$ cat src/rtl/pop_pointers.sv
// rtl/pop_pointers.sv - read-side pointer, occupancy and flag controller for the RAM FIFO
module pop_pointers #(
   parameter int ADDR_W = 4,
   parameter int AF_LVL = 12
) (
   input  logic              clk,
   input  logic              reset,
   input  logic              pop,
   input  logic              clear,
   input  logic              w_en,
   input  logic [ADDR_W-1:0] w_add,
   output logic [ADDR_W-1:0] r_add,
   output logic              r_en,
   output logic              rd_valid,
   output logic              empty,
   output logic              full,
   output logic              almost_full,
   output logic [ADDR_W:0]   count,
   output logic              overflow,
   output logic              underflow
);

   localparam int             DEPTH     = 1 << ADDR_W;
   localparam logic [ADDR_W:0] DEPTH_CNT = DEPTH[ADDR_W:0];
   localparam logic [ADDR_W:0] AF_CNT    = AF_LVL[ADDR_W:0];

   typedef enum logic [1:0] {
      S_EMPTY  = 2'd0,
      S_NORMAL = 2'd1,
      S_FULL   = 2'd2,
      S_ERR    = 2'd3
   } state_t;

   state_t            state;
   state_t            state_nxt;
   logic [ADDR_W:0]   count_nxt;
   logic              ovf_set;
   logic              unf_set;

   // Flags come from the registered count only, so pop/w_en never reach them combinationally.
   assign empty       = (count == '0);
   assign full        = (count == DEPTH_CNT);
   assign almost_full = (count >= AF_CNT);

   // A read is launched only when data exists; the error state freezes the read side.
   assign r_en = pop & ~empty & (state != S_ERR);

   // Next occupancy and state: state follows the next count unless an overflow latches S_ERR.
   always_comb begin
      state_nxt = state;
      count_nxt = count;
      ovf_set   = 1'b0;
      unf_set   = pop & empty;
      if (state != S_ERR) begin
         if (w_en && !r_en) begin
            if (count == DEPTH_CNT) begin
               ovf_set = 1'b1;
            end else begin
               count_nxt = count + 1'b1;
            end
         end else if (!w_en && r_en) begin
            count_nxt = count - 1'b1;
         end
         if (ovf_set) begin
            state_nxt = S_ERR;
         end else if (count_nxt == '0) begin
            state_nxt = S_EMPTY;
         end else if (count_nxt == DEPTH_CNT) begin
            state_nxt = S_FULL;
         end else begin
            state_nxt = S_NORMAL;
         end
      end
   end

   // State, pointer, occupancy and sticky status registers; clear realigns to the push pointer.
   always_ff @(posedge clk) begin
      if (reset) begin
         state     <= S_EMPTY;
         r_add     <= '0;
         count     <= '0;
         rd_valid  <= 1'b0;
         overflow  <= 1'b0;
         underflow <= 1'b0;
      end else if (clear) begin
         state     <= S_EMPTY;
         r_add     <= w_add;
         count     <= '0;
         rd_valid  <= 1'b0;
         overflow  <= 1'b0;
         underflow <= 1'b0;
      end else begin
         state     <= state_nxt;
         count     <= count_nxt;
         rd_valid  <= r_en;
         overflow  <= overflow | ovf_set;
         underflow <= underflow | unf_set;
         if (r_en) begin
            r_add <= r_add + 1'b1;
         end
      end
   end

   // Outside the error state the read pointer plus occupancy must land on the push pointer.
   property p_ptr_align;
      @(posedge clk) disable iff (reset)
         (state != S_ERR) |-> ((r_add + count[ADDR_W-1:0]) == w_add);
   endproperty
   a_ptr_align: assert property (p_ptr_align);

endmodule
$ cat config.mk
export PLATFORM = sky130hd
export DESIGN_NAME = pop_pointers
export DESIGN_NICKNAME = d
export VERILOG_FILES = /design/src/rtl/pop_pointers.sv
export SDC_FILE = /design/constraint.sdc
export NUM_CORES = 1
export LEC_CHECK = 0
export ABC_AREA = 1
export CORE_MARGIN = 3
export CORE_UTILIZATION = 45
export DETAILED_ROUTE_END_ITERATION = 10
export GPL_ROUTABILITY_DRIVEN = 0
export GPL_TIMING_DRIVEN = 0
export PLACE_DENSITY = 0.77
export SYNTH_ARGS = -nofsm -noshare
export SYNTH_HDL_FRONTEND = slang
export SYNTH_SLANG_ARGS = --single-unit
$ cat constraint.sdc
create_clock -name clk -period 1.9 [get_ports clk]
set_clock_uncertainty 0.2 [all_clocks]
set_input_delay 0.57 -clock clk [delete_from_list [all_inputs] [get_ports clk]]
set_output_delay 0.57 -clock clk [all_outputs]
set_load 0.05 [all_outputs]
==> impl_results.md <==
* Status: complete, but fails checks
* Largest net degree at the start of global routing at 10
* Netlist Area Pre-Place at roughly 1000 um^2
* CP Max Fanout at 4
* Layout net count at around 200
* Core area at between 2000 and 2500 um^2
* Violated checks: negative setup slack
* Most common cell after layout, fill and taps aside: nand2_1
* Post-CTS Hold Fix Bufs at 0
* Crit path kind: flop to output pin
* M3 GR Usage at ~5%
* Clock sinks at 14
* Total GRT Usage at 21.4%
* Sum of negative setup slack at -955 ps
* Worst Path Required at 1130 ps
* RSZ-0062 raised after global routing: true
* Met1 usage at about a quarter
* Sequential share of the synthesized area at 28.2%
* Initial core utilization at around half
* First-pass DRT Iterations at 4
* Power Density at around 630 nW/um^2
* Worst Path Arrival at about 1300 ps
* Crit end category: output pin
* Routed WL per cell at between 10 and 15 um
* Setup ws final at -192 ps
* Final hold violations at 0
* I/O Buffers at 24
* Max IR drop VDD at 0.527 mV
* Post-route ant nets at 0
* Placed cells at 188
* Worst-skew pair later-pin latency at approximately 280 ps
* Post-layout util at 75.6%
* Boundary pin count at 25
* N_diodes at 0
* Wirelength, routed at 2820 um
* Max cap viols at 0
* # DRC at 0
* Area of the die at roughly 2800 um^2
* Most frequent cells in the layout: 25 x nand2_1, 16 x inv_1, 16 x buf_4
* Initial DRC count at 17
* Placement Cell Area at roughly 1300 um^2
* Setup violators final at 7
* Syn-to-layout area delta at 53.7%
* Ys Warns at 0
* Grt peak-use layer: met2
* Number of cell rows at 16
* Die Ht at 53.0 um
* H-tree depth at 1
* Fin crit period at between 2000 and 2500 ps
* Leak at approximately 0.77 nW
* Count of cell types in the netlist at 26
* Average size of a mapped cell at 7.26 um^2
* Die X at about 53 um
* EDFF count, synth at 0
* Num CTS Buffers at 3
* Antenna violations before repair at 0
* Pre-CTS setup slack at -1230 ps
* Fill count at around 150
* Vias per cell at about 5.1
* CTS clock-pin slew for the worst setup and hold paths at around 80 ps
* Post-synth ARST share at 0%
* Clock Path Buffers at 2
* Non-Filler Instances at 210
* Hold Path Class: flop to flop
* Detailed Place HPWL at 1840 um
* Grt met2 use at 37.2%
* Final instance area at between 1500 and 2000 um^2
* Max Slew Vio Count at 0
* First-pass GRT wire length at between 4000 and 5000 um
* Vias in the first global route at approximately 960
* CTS tree: built
* Ys flop type: dfxtp_1
* CTS Root Cell: clkbuf_4
* Mapped Cells at 137
* Syn nets at 150
* Crit share post-route at 110%
* Via count at between 1,000 and 1,500
* Slew Limit Headroom at ~68%
* Grt ovf at 0
* Flop and latch count out of synthesis at 14
* Max Clk Rate at around 480 MHz
* Worst-Margin Slew at approximately 490 ps
* Critical path launch point type: flop
* Layout cells sized above 1 at between 30% and 40%
timing repair:
item | CTS | global route
pin swaps | 6 | 4
buffers inserted | 13 | 5
resized for setup | 71 | 17
endpoints found under the hold margin | 0 | 0
gates cloned | 0 | 0
setup endpoints to repair | 23 | 19
per-layer routing:
layer,vias up,part of all wire (%)
met3,2,5.0
li1,537,-
met1,502,42
met4,0,0.35
met2,32,53
met5,-,0
where the power goes:
part / internal (mW) / switching [mW]
clock network: 0.117 / 0.0938
logic: 0.167 / 0.252
registers: 0.310 / 0.0226
layout make-up:
type	count	area (um^2)	share of cell area (%)
Multi-Input combinational cell	95	664	43.5
Timing Repair Buffer	42	365	23.9
Sequential cell	14	294	19.2
Inverter	27	120	7.86
Clock buffer	4	36.3	2.37
Tap cell	27	33.8	2.21
Buffer	1	15.0	0.982
cells in the mapped netlist (2+ instances only):
master   number  area, um^2
inv_2         3        11.3
nand2_1      26        97.6
dfxtp_1      14         280
nand3_4       2        35.0
ha_1          4        50.1
nand3_2       5        50.1
xor2_1        4        35.0
nand4_1       3        18.8
nand2_4       2        22.5
a31oi_1       2        12.5
nand2_2       3        18.8
nor2_1        6        22.5
inv_1        24        90.1
o21ai_0       9        45.0
nand3_1       9        45.0
a21oi_1      11        55.1
worst max-delay path, stage by stage (launching register included):
cell and delay [ps]:
dfxtp_4 370, inv_6 70, ha_4 160, nand3_4 100, nand2_4 100, clkinvlp_4 100, buf_8 150
logic make-up (layout without fill, tap and decap cells):
| family | count (synthesis) | in the layout | share of synthesized area, % |
|---|---|---|---|
| adders and majority gates | 4 | 4 | 5.03 |
| buffers and inverters | 28 | 74 | 11.3 |
| DFF | 14 | 14 | 28.2 |
| xor gates and xnor gates | 5 | 5 | 4.40 |
| and+or+nand+nor | 60 | 60 | 35.5 |
| AOI/OAI and AO/OA | 26 | 26 | 15.6 |
sequential cells by signal (all words and copies together), names as in the netlist:
name / flops
overflow: 1
rd_valid: 1
underflow: 1
r_add: 4
count: 5
state: 2
path summary, 6_finish.rpt:
check        slack (ps)  startpoint   endpoint  depth (start not counted)
max                -190    count[0]       r_en                          6
max reg2reg          50    count[0]   state[0]                         13
min                 270   underflow  underflow                          1
min reg2reg         270   underflow  underflow                          1
metrics by stage:
step | hold WS, ps | total power [mW]
after floorplan | 392 | 0.591
after global placement | 250 | 0.683
after detailed placement | 255 | 0.690
after CTS | 275 | 0.934
after global routing | 283 | 1.01
final | 269 | 0.962
(Power assumes the default switching activity.)
